==> config.mk <==
export PLATFORM = sky130hd
export DESIGN_NAME = vram_arbiter_flat
export DESIGN_NICKNAME = d
export VERILOG_FILES = /design/src/rtl/vram_arbiter_if.sv /design/src/rtl/vram_arbiter.sv /design/src/flat_wrapper.sv
export SDC_FILE = /design/constraint.sdc
export NUM_CORES = 1
export LEC_CHECK = 0
export ABC_AREA = 1
export ABC_CLOCK_PERIOD_IN_PS = 2350
export CAP_MARGIN = 20
export CORE_MARGIN = 2
export CORE_UTILIZATION = 47
export CTS_CLUSTER_DIAMETER = 50
export DETAILED_ROUTE_END_ITERATION = 8
export PLACE_DENSITY = 0.93
export SLEW_MARGIN = 0
export SYNTH_ARGS = -nofsm -noshare
export SYNTH_HDL_FRONTEND = slang
export SYNTH_SLANG_ARGS = --single-unit
==> constraint.sdc <==
create_clock -name clk -period 2.35 [get_ports clk]
set_input_delay 0.5875 -clock clk [delete_from_list [all_inputs] [get_ports clk]]
set_output_delay 0.5875 -clock clk [all_outputs]
set_load 0.005 [all_outputs]
==> src/rtl/vram_arbiter_if.sv <==
`default_nettype none
// ============================================================================
// Module      : vram_arbiter_if
// Description : Display-fetch, host and RAM bus bundle for vram_arbiter.
// Revision    : 1.0 - initial release
// ============================================================================
interface vram_arbiter_if #(
  parameter int ADDR_W = 15,
  parameter int DATA_W = 8
);
  logic              disp_req;
  logic [ADDR_W-1:0] disp_addr;
  logic              disp_valid;
  logic [DATA_W-1:0] disp_data;

  logic              host_req;
  logic              host_we;
  logic [ADDR_W-1:0] host_addr;
  logic [DATA_W-1:0] host_wdata;
  logic              host_ack;
  logic [DATA_W-1:0] host_rdata;

  logic [ADDR_W-1:0] ram_addr;
  logic              ram_we;
  logic [DATA_W-1:0] ram_wdata;
  logic [DATA_W-1:0] ram_rdata;

  logic [7:0]        host_wait_max;

  // master: requesters plus the RAM itself; slave: the arbiter
  modport master (
    output disp_req, disp_addr, host_req, host_we, host_addr, host_wdata, ram_rdata,
    input  disp_valid, disp_data, host_ack, host_rdata, ram_addr, ram_we, ram_wdata,
           host_wait_max
  );

  modport slave (
    input  disp_req, disp_addr, host_req, host_we, host_addr, host_wdata, ram_rdata,
    output disp_valid, disp_data, host_ack, host_rdata, ram_addr, ram_we, ram_wdata,
           host_wait_max
  );
endinterface
`default_nettype wire

==> src/rtl/vram_arbiter.sv <==
`default_nettype none
// ============================================================================
// Module      : vram_arbiter
// Description : Single-port frame-buffer RAM arbiter. Display fetches have
//               absolute priority and fixed 3-cycle latency; the host is
//               served in free cycles and its worst blocked wait is recorded.
// Revision    : 1.0 - initial release
// ============================================================================
module vram_arbiter #(
  parameter int ADDR_W = 15,
  parameter int DATA_W = 8
) (
  input  wire logic       clk,
  input  wire logic       rst_n,
  vram_arbiter_if.slave   bus
);

  localparam logic [1:0] c_tag_none = 2'd0;
  localparam logic [1:0] c_tag_disp = 2'd1;
  localparam logic [1:0] c_tag_host = 2'd2;
  localparam logic [7:0] c_wait_sat = 8'hFF;

  typedef enum logic [0:0] {
    S_IDLE = 1'b0,
    S_BUSY = 1'b1
  } state_t;

  state_t            r_state;
  logic [1:0]        r_tag1;
  logic [1:0]        r_tag2;
  logic [ADDR_W-1:0] r_ram_addr;
  logic              r_ram_we;
  logic [DATA_W-1:0] r_ram_wdata;
  logic              r_disp_valid;
  logic [DATA_W-1:0] r_disp_data;
  logic              r_host_ack;
  logic [DATA_W-1:0] r_host_rdata;
  logic [7:0]        r_wait_cnt;
  logic [7:0]        r_wait_max;

  logic w_host_grant;
  logic w_host_blocked;

  assign w_host_grant   = (r_state == S_IDLE) && bus.host_req && !bus.disp_req;
  assign w_host_blocked = (r_state == S_IDLE) && bus.host_req &&  bus.disp_req;

  // Tag pipeline: r_tag1 travels with the RAM address, r_tag2 with ram_rdata,
  // and the valid/ack flops form the third and final stage.
  always_ff @(posedge clk) begin
    if (!rst_n) begin
      r_state      <= S_IDLE;
      r_tag1       <= c_tag_none;
      r_tag2       <= c_tag_none;
      r_ram_addr   <= '0;
      r_ram_we     <= 1'b0;
      r_ram_wdata  <= '0;
      r_disp_valid <= 1'b0;
      r_disp_data  <= '0;
      r_host_ack   <= 1'b0;
      r_host_rdata <= '0;
      r_wait_cnt   <= '0;
      r_wait_max   <= '0;
    end else begin
      r_ram_we <= 1'b0;
      r_tag1   <= c_tag_none;
      if (bus.disp_req) begin
        r_ram_addr <= bus.disp_addr;
        r_tag1     <= c_tag_disp;
      end else if (w_host_grant) begin
        r_ram_addr <= bus.host_addr;
        r_ram_we   <= bus.host_we;
        r_tag1     <= c_tag_host;
        if (bus.host_we) begin
          r_ram_wdata <= bus.host_wdata;
        end
      end

      r_tag2       <= r_tag1;
      r_disp_valid <= (r_tag2 == c_tag_disp);
      r_host_ack   <= (r_tag2 == c_tag_host);
      if (r_tag2 == c_tag_disp) begin
        r_disp_data <= bus.ram_rdata;
      end
      if (r_tag2 == c_tag_host) begin
        r_host_rdata <= bus.ram_rdata;
      end

      case (r_state)
        S_IDLE: if (w_host_grant) r_state <= S_BUSY;
        S_BUSY: if (r_host_ack)   r_state <= S_IDLE;
        default: r_state <= S_IDLE;
      endcase

      if (w_host_grant) begin
        if (r_wait_cnt > r_wait_max) begin
          r_wait_max <= r_wait_cnt;
        end
        r_wait_cnt <= '0;
      end else if (w_host_blocked && (r_wait_cnt != c_wait_sat)) begin
        r_wait_cnt <= r_wait_cnt + 8'd1;
      end
    end
  end

  assign bus.ram_addr      = r_ram_addr;
  assign bus.ram_we        = r_ram_we;
  assign bus.ram_wdata     = r_ram_wdata;
  assign bus.disp_valid    = r_disp_valid;
  assign bus.disp_data     = r_disp_data;
  assign bus.host_ack      = r_host_ack;
  assign bus.host_rdata    = r_host_rdata;
  assign bus.host_wait_max = r_wait_max;

endmodule
`default_nettype wire

==> src/flat_wrapper.sv <==
// flat-port wrapper written by rule: the top's interface ports become plain ports
module vram_arbiter_flat 
#(
  parameter int ADDR_W = 15,
  parameter int DATA_W = 8
)
  (clk, rst_n, bus_disp_req, bus_disp_addr, bus_host_req, bus_host_we, bus_host_addr, bus_host_wdata, bus_ram_rdata, bus_disp_valid, bus_disp_data, bus_host_ack, bus_host_rdata, bus_ram_addr, bus_ram_we, bus_ram_wdata, bus_host_wait_max);
  vram_arbiter_if #(.ADDR_W(ADDR_W), .DATA_W(DATA_W)) bus_i ();
  input  wire logic clk;
  input  wire logic rst_n;
  input wire logic [$bits(bus_i.disp_req)-1:0] bus_disp_req;
  input wire logic [$bits(bus_i.disp_addr)-1:0] bus_disp_addr;
  input wire logic [$bits(bus_i.host_req)-1:0] bus_host_req;
  input wire logic [$bits(bus_i.host_we)-1:0] bus_host_we;
  input wire logic [$bits(bus_i.host_addr)-1:0] bus_host_addr;
  input wire logic [$bits(bus_i.host_wdata)-1:0] bus_host_wdata;
  input wire logic [$bits(bus_i.ram_rdata)-1:0] bus_ram_rdata;
  output wire logic [$bits(bus_i.disp_valid)-1:0] bus_disp_valid;
  output wire logic [$bits(bus_i.disp_data)-1:0] bus_disp_data;
  output wire logic [$bits(bus_i.host_ack)-1:0] bus_host_ack;
  output wire logic [$bits(bus_i.host_rdata)-1:0] bus_host_rdata;
  output wire logic [$bits(bus_i.ram_addr)-1:0] bus_ram_addr;
  output wire logic [$bits(bus_i.ram_we)-1:0] bus_ram_we;
  output wire logic [$bits(bus_i.ram_wdata)-1:0] bus_ram_wdata;
  output wire logic [$bits(bus_i.host_wait_max)-1:0] bus_host_wait_max;
  assign bus_i.disp_req = bus_disp_req;
  assign bus_i.disp_addr = bus_disp_addr;
  assign bus_i.host_req = bus_host_req;
  assign bus_i.host_we = bus_host_we;
  assign bus_i.host_addr = bus_host_addr;
  assign bus_i.host_wdata = bus_host_wdata;
  assign bus_i.ram_rdata = bus_ram_rdata;
  assign bus_disp_valid = bus_i.disp_valid;
  assign bus_disp_data = bus_i.disp_data;
  assign bus_host_ack = bus_i.host_ack;
  assign bus_host_rdata = bus_i.host_rdata;
  assign bus_ram_addr = bus_i.ram_addr;
  assign bus_ram_we = bus_i.ram_we;
  assign bus_ram_wdata = bus_i.ram_wdata;
  assign bus_host_wait_max = bus_i.host_wait_max;
  vram_arbiter #(.ADDR_W(ADDR_W), .DATA_W(DATA_W)) u_core (.clk(clk), .rst_n(rst_n), .bus(bus_i));
endmodule
==> results of run 1 <==
[cells by family after synthesis]
family                     count (synthesis)  share of synthesized area [%]
AOI/OAI and AO/OA                         76                           15.5
xor gates and xnor gates                   4                           1.31
adders and majority gates                  9                           4.20
buffers and inverters                     47                           7.33
DFF                                       63                           47.0
and+or+nand+nor                          161                           24.6
[cell usage in the layout (no fill, tap or decap), types with 2 or more instances in the layout]
cell | Yosys | layout
a21oi_1 | 18 | 18
a31oi_1 | 15 | 15
buf_4 | 2 | 5
bufinv_16 | 0 | 3
clkbuf_8 | 0 | 9
clkdlybuf4s50_1 | 0 | 100
dfxtp_1 | 63 | 63
ha_1 | 9 | 9
inv_1 | 30 | 30
nand2_1 | 76 | 76
nand3_1 | 11 | 11
nor2_1 | 66 | 66
nor3_1 | 2 | 2
o21ai_0 | 39 | 39
xor2_1 | 4 | 4
[worst max-delay path: stages]
cell             delay (ns)
clkdlybuf4s50_1        0.51
inv_4                  0.23
nand2_4                0.10
a21oi_4                0.34
nand3_1                0.13
nand2_1                0.10
nor2_1                 0.04
[final cells by class]
type / count / area [um^2]
fill: 403 / 1520
inverter: 33 / 126
tap: 72 / 90.1
sequential: 63 / 1260
multi-input combinational: 250 / 1220
clock buffer: 9 / 124
clock inverter: 7 / 120
timing repair buffer: 105 / 1040
[routing by layer]
| metal | global-route usage [%] | wire length, um |
|---|---|---|
| met3 | 8.14 | 519 |
| met1 | 25.0 | 2720 |
| met2 | 38.5 | 3320 |
| met5 | 0 | 0 |
| met4 | 10.7 | 135 |
[where the power goes]
group	leakage, nW	switching, mW	internal (mW)	total [mW]
combinational	1.01	0.503	0.423	0.926
clock	0.120	0.428	0.707	1.14
sequential	0.515	0.0671	1.17	1.24
[registers in the layout (all words and copies together) (netlist names)]
| signal | count |
|---|---|
| u_core.r_tag2 | 2 |
| u_core.r_wait_cnt | 8 |
| u_core.bus.host_ack | 1 |
| u_core.bus.host_rdata | 8 |
| u_core.bus.ram_we | 1 |
| u_core.bus.ram_addr | 15 |
| u_core.bus.host_wait_max | 8 |
| u_core.r_tag1 | 2 |
| u_core.bus.disp_valid | 1 |
| u_core.bus.disp_data | 8 |
| u_core.bus.ram_wdata | 8 |
| u_core.r_state | 1 |
[worst min path at each step]
stage                     startpoint          endpoint  slack, ns  cells past startpoint
floorplan           u_core.r_tag1[0]  u_core.r_tag2[0]       0.39                      2
finish              u_core.r_tag1[0]  u_core.r_tag2[0]       0.42                      2
CTS                 u_core.r_tag1[0]  u_core.r_tag2[0]       0.43                      2
detailed placement  u_core.r_tag1[1]  u_core.r_tag2[1]       0.40                      2
global placement    u_core.r_tag1[1]  u_core.r_tag2[1]       0.40                      2
global route        u_core.r_tag1[0]  u_core.r_tag2[0]       0.46                      2
[per-stage QoR]
step           power [mW]  utilization [%]  hold slack (ns)
6_report             3.30             72.3            0.423
2_1_floorplan        1.86                -            0.390
5_1_grt              3.49             72.3            0.458
3_3_place_gp         2.14             67.9            0.404
3_5_place_dp         2.19             67.9            0.403
4_1_cts              3.32             72.3            0.427
==> metrics, run 1 <==
status=finished, final reports clean; core footprint=5510 um^2; number of remaining DRC errors=0; clock-pin slew on the worst setup and hold paths=approximately 0.070 ns; worst reg2reg path depth=9; setup_tns=0 ns; layout cells sized above 1=6.42%; Slew headroom=67.1%; CP startpoint=bus_disp_req; fmax=roughly 550 MHz; YS warnings=0; post-route antenna net violation count=0; Starting Density=48.7%; top-area cell type share of the netlist area=47.0%; post-synthesis cell type count=29; initial drt markers=133; Max-Cap Viols=0; Critical Path Sink Type=flop; DR WL/cell=12.4 um; Sink Count=63; Overall Global Routing Usage=22.6%; die width=79.5 um; initial antenna violation count=0; FFs w/ async S/R, synth=0%; setup ws final=0.527 ns; Remaining Overflow, GRT=0; port bufs=100; ys flop type=dfxtp_1; synth top area cells=dfxtp_1 (47%), nand2_1 (11%), nor2_1 (9.2%), o21ai_0 (7.3%), ha_1 (4.2%); Area growth syn-to-layout=48.6%; Crit Path Max Fanout=18; routed vias=around 2.7k; GP Congestion=about 0.81; fin crit period=1.82 ns; WS Path Type=input pin to flop; clock skew=0.00874 ns; Reg2Reg Setup Slack=about 0.56 ns; RSZ-0062 raised after global routing=no; pwr dens=828 nW/um^2; static leakage=1.64 nW; Routed WL=~6700 um; worst path required time=2.58 ns; Layout Cell Area excl Fill=3980 um^2; crit share post-route=77.6%; first-pass GRT wire length=~11000 um; CTS tree=done; cts repair resizes=0; total CTS buffers=9; post-synth top area cell=dfxtp_1; Slew Limit Fails=0; syn avg cell area=between 7 and 8 um^2; H-tree levels=3; Post-DP Area=3740 um^2; Hold Crit Class=flop to flop; worst reg2reg path endpoint=u_core.bus.host_wait_max[5]; Final Instance Count excl. Fillers=539; pre-CTS setup slack=0.206 ns; end of the critical path=u_core.bus.host_wait_max[5]; Hold Fails Final Rpt=0; maximum VDD drop=approximately 0.00047 V; CP arrival=~2.1 ns; clock buffer depth=2; largest net degree at the start of global routing=31; most common cell in the netlist=nand2_1; sequential fraction of the synthesis area=47.0%; net count after synthesis=420; number of detailed-route iterations in the first pass=4; vias in the first global route=between 2k and 3k; Row Count=27; worst-margin pin slew=about 0.5 ns; post-CTS setup buffer count=0; later-pin clock latency in the skew report=0.35 ns; Ports=101; die area=6330 um^2; Post-Syn Instances=360; setup violators final=0; reg-to-reg critical path startpoint=u_core.bus.host_wait_max[7]; via density per instance=4.98; n_diodes=0; synth cell count leaders=nand2_1 (76), nor2_1 (66), dfxtp_1 (63), o21ai_0 (39), inv_1 (30); Post-CTS Hold Fix Bufs=0; Post-Place Cells=523; synthesized area=2680 um^2; Yosys reg bits=63; Final HPWL DP=4970 um; number of enable flip-flop cells after synthesis=0; CP startpoint kind=input pin; Die Height=79.5 um; CTS root buffer=clkbuf_8; nets=522
Power figures use the tool's default switching activity.
==> inputs of run 2 (changes only) <==
- ABC_CLOCK_PERIOD_IN_PS: 2350 -> 1900
- CORE_UTILIZATION: 47 -> 44
- PLACE_DENSITY: 0.93 -> 0.88
- clock period: 2.35 -> 1.9 ns (I/O delays scaled with it)
==> run 2 against run 1 <==
  * Global-route usage fell by 1.5 points
  * Sequential power rose by 23%
  * Cell count rose by 1.7%
  * Via count rose by 0.30%
  * Cell area fell by 0.16%
  * Critical path depth fell by 6
  * Routed wire length rose by 2.1%
  * Clock power fell by 11%
  * Combinational power rose by 32%
  * Utilization fell by 5.2 points
  * Highest routed layer unchanged
  * Critical endpoint is now bus_host_wait_max[3]
  * Largest cell class unchanged
  * Flip-flop and latch count did not move
==> metrics, run 2 (synthesis gave the netlist of run 1 again) <==
Critical Path Sink Type=output pin; later-pin clock latency in the skew report=0.33 ns (-0.02 ns); Sink Count=63 (unchanged); status=finished, final reports clean; fin crit period=1.69 ns; CP startpoint kind=flop; Sw Ratio=32.8% (+2.5 points); setup violators final=0 (unchanged); family with the most delay on the worst path=buffers and inverters; clock buffer depth=2 (unchanged); layout cells sized above 1=7.82% (+1.4 points); first-pass GRT wire length=10800 um (-2.1%); end of the critical path=bus_host_wait_max[3]; Final HPWL DP=5200 um (+4.7%); Gate power share=32.4% (+4.3 points); total CTS buffers=9 (unchanged); RSZ-0062 raised after global routing=no; Critical Path Stages=1 (-6); worst reg2reg path endpoint=u_core.bus.host_wait_max[5]; max reg flops=15 (unchanged); static leakage=1.65 nW (+0.25%); n_diodes=0 (unchanged); H-tree levels=3 (unchanged); crit share post-route=89.2%; Remaining Overflow, GRT=0 (unchanged); GP Congestion=0.829 (+2.2%); Reg2Reg Setup Slack=0.22 ns (-0.34 ns); setup_tns=0 ns (unchanged); CTS tree=done; via density per instance=4.91 (-1.3%); clock-pin slew on the worst setup and hold paths=0.07 ns (about the same); Area growth syn-to-layout=48.3%; CP max stage cell=clkdlybuf4s50_1; worst path required time=1.42 ns (-1.16 ns); Hold Fails Final Rpt=0 (unchanged); port bufs=100 (unchanged); DR WL/cell=12.5 um (+0.44%); pwr dens=947 nW/um^2 (+14%); die area=6730 um^2 (+6.5%); Overall Global Routing Usage=21.1% (-1.5 points); Die Height=82.1 um (+3.2%); commonest non-fill, non-tap cell in the layout=clkdlybuf4s50_1; nets=530 (+1.5%); most frequent cells in the layout=clkdlybuf4s50_1 (100), nand2_1 (75), nor2_1 (66); fmax=a little under 600 MHz; post-route antenna net violation count=0 (unchanged); Hold Crit Class=flop to flop; Row Count=28 (+3.7%); Slew headroom=80.4% (+13 points); critical path's largest stage delay=0.51 ns (about the same); Slew Limit Fails=0 (unchanged); worst reg2reg path depth=11 (+2); Int Pwr=2.53 mW (+10%); core footprint=5920 um^2 (+7.5%); clock skew=0.00809 ns (-0.000655 ns); initial drt markers=131 (-1.5%); Psw=1.23 mW (+24%); CP startpoint=u_core.bus.host_wait_max[3]; routed vias=2692 (+0.30%); number of detailed-route iterations in the first pass=4 (unchanged); Crit Path Max Fanout=3 (-15); Starting Density=45.3% (-3.4 points); initial antenna violation count=0 (unchanged); Ports=101 (unchanged); die width=82.1 um (+3.2%); WS Path Type=flop to output pin; number of remaining DRC errors=0 (unchanged); reg-to-reg critical path startpoint=u_core.bus.host_wait_max[3]; Critical path buffers and inverters=1 (-1); CP Cell Sequence=clkdlybuf4s50_1; Hold Crit Depth=2 (unchanged); CTS root buffer=clkbuf_8; maximum VDD drop=0.000585 V (+24%); largest net degree at the start of global routing=22 (-29%); Util after Layout=67.2% (-5.2 points); Max-Cap Viols=0 (unchanged); sequential share of power=40.7% (+3.2 points); CP arrival=1.22 ns (-0.83 ns); clock share of power=26.9% (-7.5 points); vias in the first global route=2606 (+3.0%); Routed WL=6840 um (+2.1%); worst-margin pin slew=0.294 ns (-0.198 ns)
-- run 2: layout make-up --
| class | instances | area [um^2] |
|---|---|---|
| inverter | 33 | 126 |
| tap | 75 | 93.8 |
| timing repair buffer | 113 | 1100 |
| fill | 518 | 1940 |
| multi-input combinational | 250 | 1230 |
| sequential | 63 | 1260 |
| clock buffer | 11 | 151 |
| clock inverter | 3 | 20.0 |
-- run 2: timing repair --
| action | CTS | global route |
|---|---|---|
| endpoints found under the setup margin | 0 | 8 |
| buffers inserted | 0 | 0 |
| resized for setup | 0 | 1 |
| hold buffers | 0 | 0 |
-- run 2: power by group through the flow --
stage	clock [mW]	combinational (mW)	sequential (mW)
after floorplan	0	0.746	1.55
after detailed placement	0	1.12	1.55
final	1.01	1.22	1.53
after CTS	1.04	1.13	1.52
after global routing	1.09	1.35	1.54
after global placement	0	1.13	1.55
-- run 2: stage by stage --
| step | instances | hold WS (ns) | cell area, um^2 | power (mW) | worst slack [ns] |
|---|---|---|---|---|---|
| 6_report | 548 | 0.427 | 3980 | 3.77 | 0.206 |
| 4_1_cts | 548 | 0.430 | 3980 | 3.69 | 0.0873 |
| 3_5_place_dp | 534 | 0.415 | 3800 | 2.67 | -0.00904 |
| 3_3_place_gp | 534 | 0.398 | 3800 | 2.68 | 0.0635 |
| 2_1_floorplan | 360 | 0.390 | 2680 | 2.30 | 0.361 |
| 5_1_grt | 548 | 0.443 | 3980 | 3.99 | 0.110 |
-- run 2: worst min-delay path by stage --
stage | from | to | slack, ns
2_1_floorplan | u_core.r_tag1[0] | u_core.r_tag2[0] | 0.39
3_3_place_gp | u_core.r_tag1[0] | u_core.r_tag2[0] | 0.40
3_5_place_dp | u_core.r_tag1[1] | u_core.r_tag2[1] | 0.42
4_1_cts | u_core.r_tag1[1] | u_core.r_tag2[1] | 0.43
5_1_grt | u_core.r_tag1[1] | u_core.r_tag2[1] | 0.44
6_report | u_core.r_tag1[1] | u_core.r_tag2[1] | 0.43
-- run 2: per-layer routing --
metal  up-vias  share of wire, %  GRT usage (%)
met5         -                 0              0
met1      1218                40           21.8
met3        10               5.0           5.38
met2        78                54           39.8
met4         0               1.3           9.00
li1       1386                 -              -
==> inputs of run 3 (changes only) <==
- PLACE_DENSITY: 0.88 -> 0.83
==> run 3 against run 2 <==
  * Via count down 1.2%
  * Routed wire length up 0.32%
  * Count of clock-buffer cells in the layout down 1
  * Non-clock buffer count down 1
==> metrics, run 3 (synthesis gave the netlist of run 1 again) <==
status=finished, final reports clean; fmax=584 MHz (-1.0%); Hold Crit Class=flop to flop; core footprint=5920 um^2 (unchanged); Layout Cell Area excl Fill=4000 um^2 (+0.57%); worst path required time=1.42 ns (about the same); Final HPWL DP=5140 um (-1.1%); routed vias=2659 (-1.2%); commonest non-fill, non-tap cell in the layout=clkdlybuf4s50_1; Crit Path Max Fanout=3 (unchanged); clock skew=0.00975 ns (+0.00166 ns); H-tree levels=3 (unchanged); pwr dens=972 nW/um^2 (+2.7%); clock-pin slew on the worst setup and hold paths=0.07 ns (about the same); setup_tns=0 ns (unchanged); die area=6730 um^2 (unchanged); WS Path Type=flop to output pin; number of remaining DRC errors=0 (unchanged); Util after Layout=67.6% (+0.38 points); Routed WL=6860 um (+0.32%); maximum VDD drop=0.000810 V (+38%); Power, Total=3.89 mW (+3.3%); vias in the first global route=2509 (-3.7%); CP max stage cell=clkdlybuf4s50_1; Area growth syn-to-layout=49.2%; global routing usage on met2=36.4% (-3.4 points); Final Instance Count excl. Fillers=549 (+0.18%); CP Cell Sequence=clkdlybuf4s50_1; Sink Count=63 (unchanged); Remaining Overflow, GRT=0 (unchanged); first-pass GRT wire length=10900 um (+0.89%); RSZ-0062 raised after global routing=no; CTS root buffer=clkbuf_8; Post-DP Area=3810 um^2 (+0.13%); Overall Global Routing Usage=21.2% (+0.15 points); Slew headroom=80.6% (+0.24 points); initial drt markers=168 (+28%); total CTS buffers=9 (unchanged); port bufs=100 (unchanged); Top Usage Layer GRT=met2; Max-Cap Viols=0 (unchanged); fillers=496 (-4.2%); via density per instance=4.84 (-1.4%); worst reg2reg path endpoint=u_core.bus.host_wait_max[0]; Hold Crit Depth=2 (unchanged); post-CTS setup buffer count=0 (unchanged); worst-margin pin slew=0.290 ns (-0.00357 ns); Post-Place Cells=533 (-0.19%); crit share post-route=90.1% (+0.93 points); later-pin clock latency in the skew report=0.34 ns (about the same); Hold Fails Final Rpt=0 (unchanged); nets=529 (-0.19%); CP arrival=1.24 ns (+0.02 ns); footprint of the multi-input gates=1230 um^2 (unchanged); GP Congestion=0.794 (-4.3%); DR WL/cell=12.5 um (+0.14%); Global Route met1 Usage=23.2% (+1.4 points); layout cells sized above 1=7.81% (-0.017 points); most frequent cells in the layout=clkdlybuf4s50_1 (100), nand2_1 (75), nor2_1 (66); Starting Density=45.3% (unchanged); static leakage=1.66 nW (+0.57%); largest net degree at the start of global routing=33 (+50%); min-delay src=u_core.r_tag1[1]; setup violators final=0 (unchanged); Storage cell area=1260 um^2 (unchanged); Ports=101 (unchanged); initial antenna violation count=0 (unchanged); Critical Path Sink Type=output pin; fin crit period=1.71 ns (+0.0176 ns); Reg2Reg Setup Slack=0.20 ns (-0.02 ns); CP startpoint kind=flop; number of detailed-route iterations in the first pass=4 (unchanged); die width=82.1 um (unchanged); GRT met3 Usage=6.70% (+1.3 points); max reg flops=15 (unchanged); critical path's largest stage delay=0.52 ns (about the same); CTS tree=done; Critical path buffers and inverters=1 (unchanged); Row Count=28 (unchanged); Worst Hold End=u_core.r_tag2[1]; n_diodes=0 (unchanged); clock buffer depth=2 (unchanged); worst reg2reg path depth=9 (-2); family with the most delay on the worst path=buffers and inverters; Slew Limit Fails=0 (unchanged); post-route antenna net violation count=0 (unchanged); reg-to-reg critical path startpoint=u_core.bus.host_wait_max[7]; Die Height=82.1 um (unchanged)
-- run 3: stage by stage --
stage | worst slack (ns) | hold WS [ns]
after global placement | 0.0652 | 0.394
after global routing | 0.0656 | 0.438
after floorplan | 0.361 | 0.390
after detailed placement | 0.0226 | 0.401
after CTS | 0.0865 | 0.417
final | 0.188 | 0.414
-- run 3: final cells by class --
| cell class | instances | area share (%) |
|---|---|---|
| sequential | 63 | 31.5 |
| clock inverter | 6 | 1.53 |
| tap | 75 | 2.35 |
| timing repair buffer | 112 | 27.6 |
| inverter | 33 | 3.16 |
| clock buffer | 10 | 3.19 |
| multi-input combinational | 250 | 30.7 |
-- run 3: how the worst max path moves through the flow --
stage	start	to	slack (ns)	cells past startpoint
6_report	u_core.bus.host_wait_max[4]	bus_host_wait_max[4]	0.19	1
3_5_place_dp	bus_host_req	u_core.bus.host_wait_max[1]	0.02	8
2_1_floorplan	u_core.bus.host_wait_max[7]	u_core.bus.host_wait_max[3]	0.36	10
3_3_place_gp	bus_host_req	u_core.bus.host_wait_max[2]	0.07	8
5_1_grt	u_core.bus.host_wait_max[7]	u_core.bus.host_wait_max[0]	0.07	9
4_1_cts	u_core.bus.host_wait_max[7]	u_core.bus.host_wait_max[0]	0.09	9
-- run 3: report_power, final --
part           leakage [nW]  total [mW]  internal [mW]  switching (mW)
Clock                0.0960        1.12          0.601           0.521
Sequential            0.515        1.53           1.44          0.0886
Combinational          1.05        1.23          0.570           0.664
-- run 3: layer usage --
layer	wire, um	part of all wire, %
met1	2880	42
met2	3410	50
met3	418	6.1
met4	148	2.2
met5	0	0
-- run 3: repair_timing --
item | 4_1_cts | 5_1_grt
gates resized for setup | 0 | 1
endpoints found under the setup margin | 0 | 7
hold buffers | 0 | 0
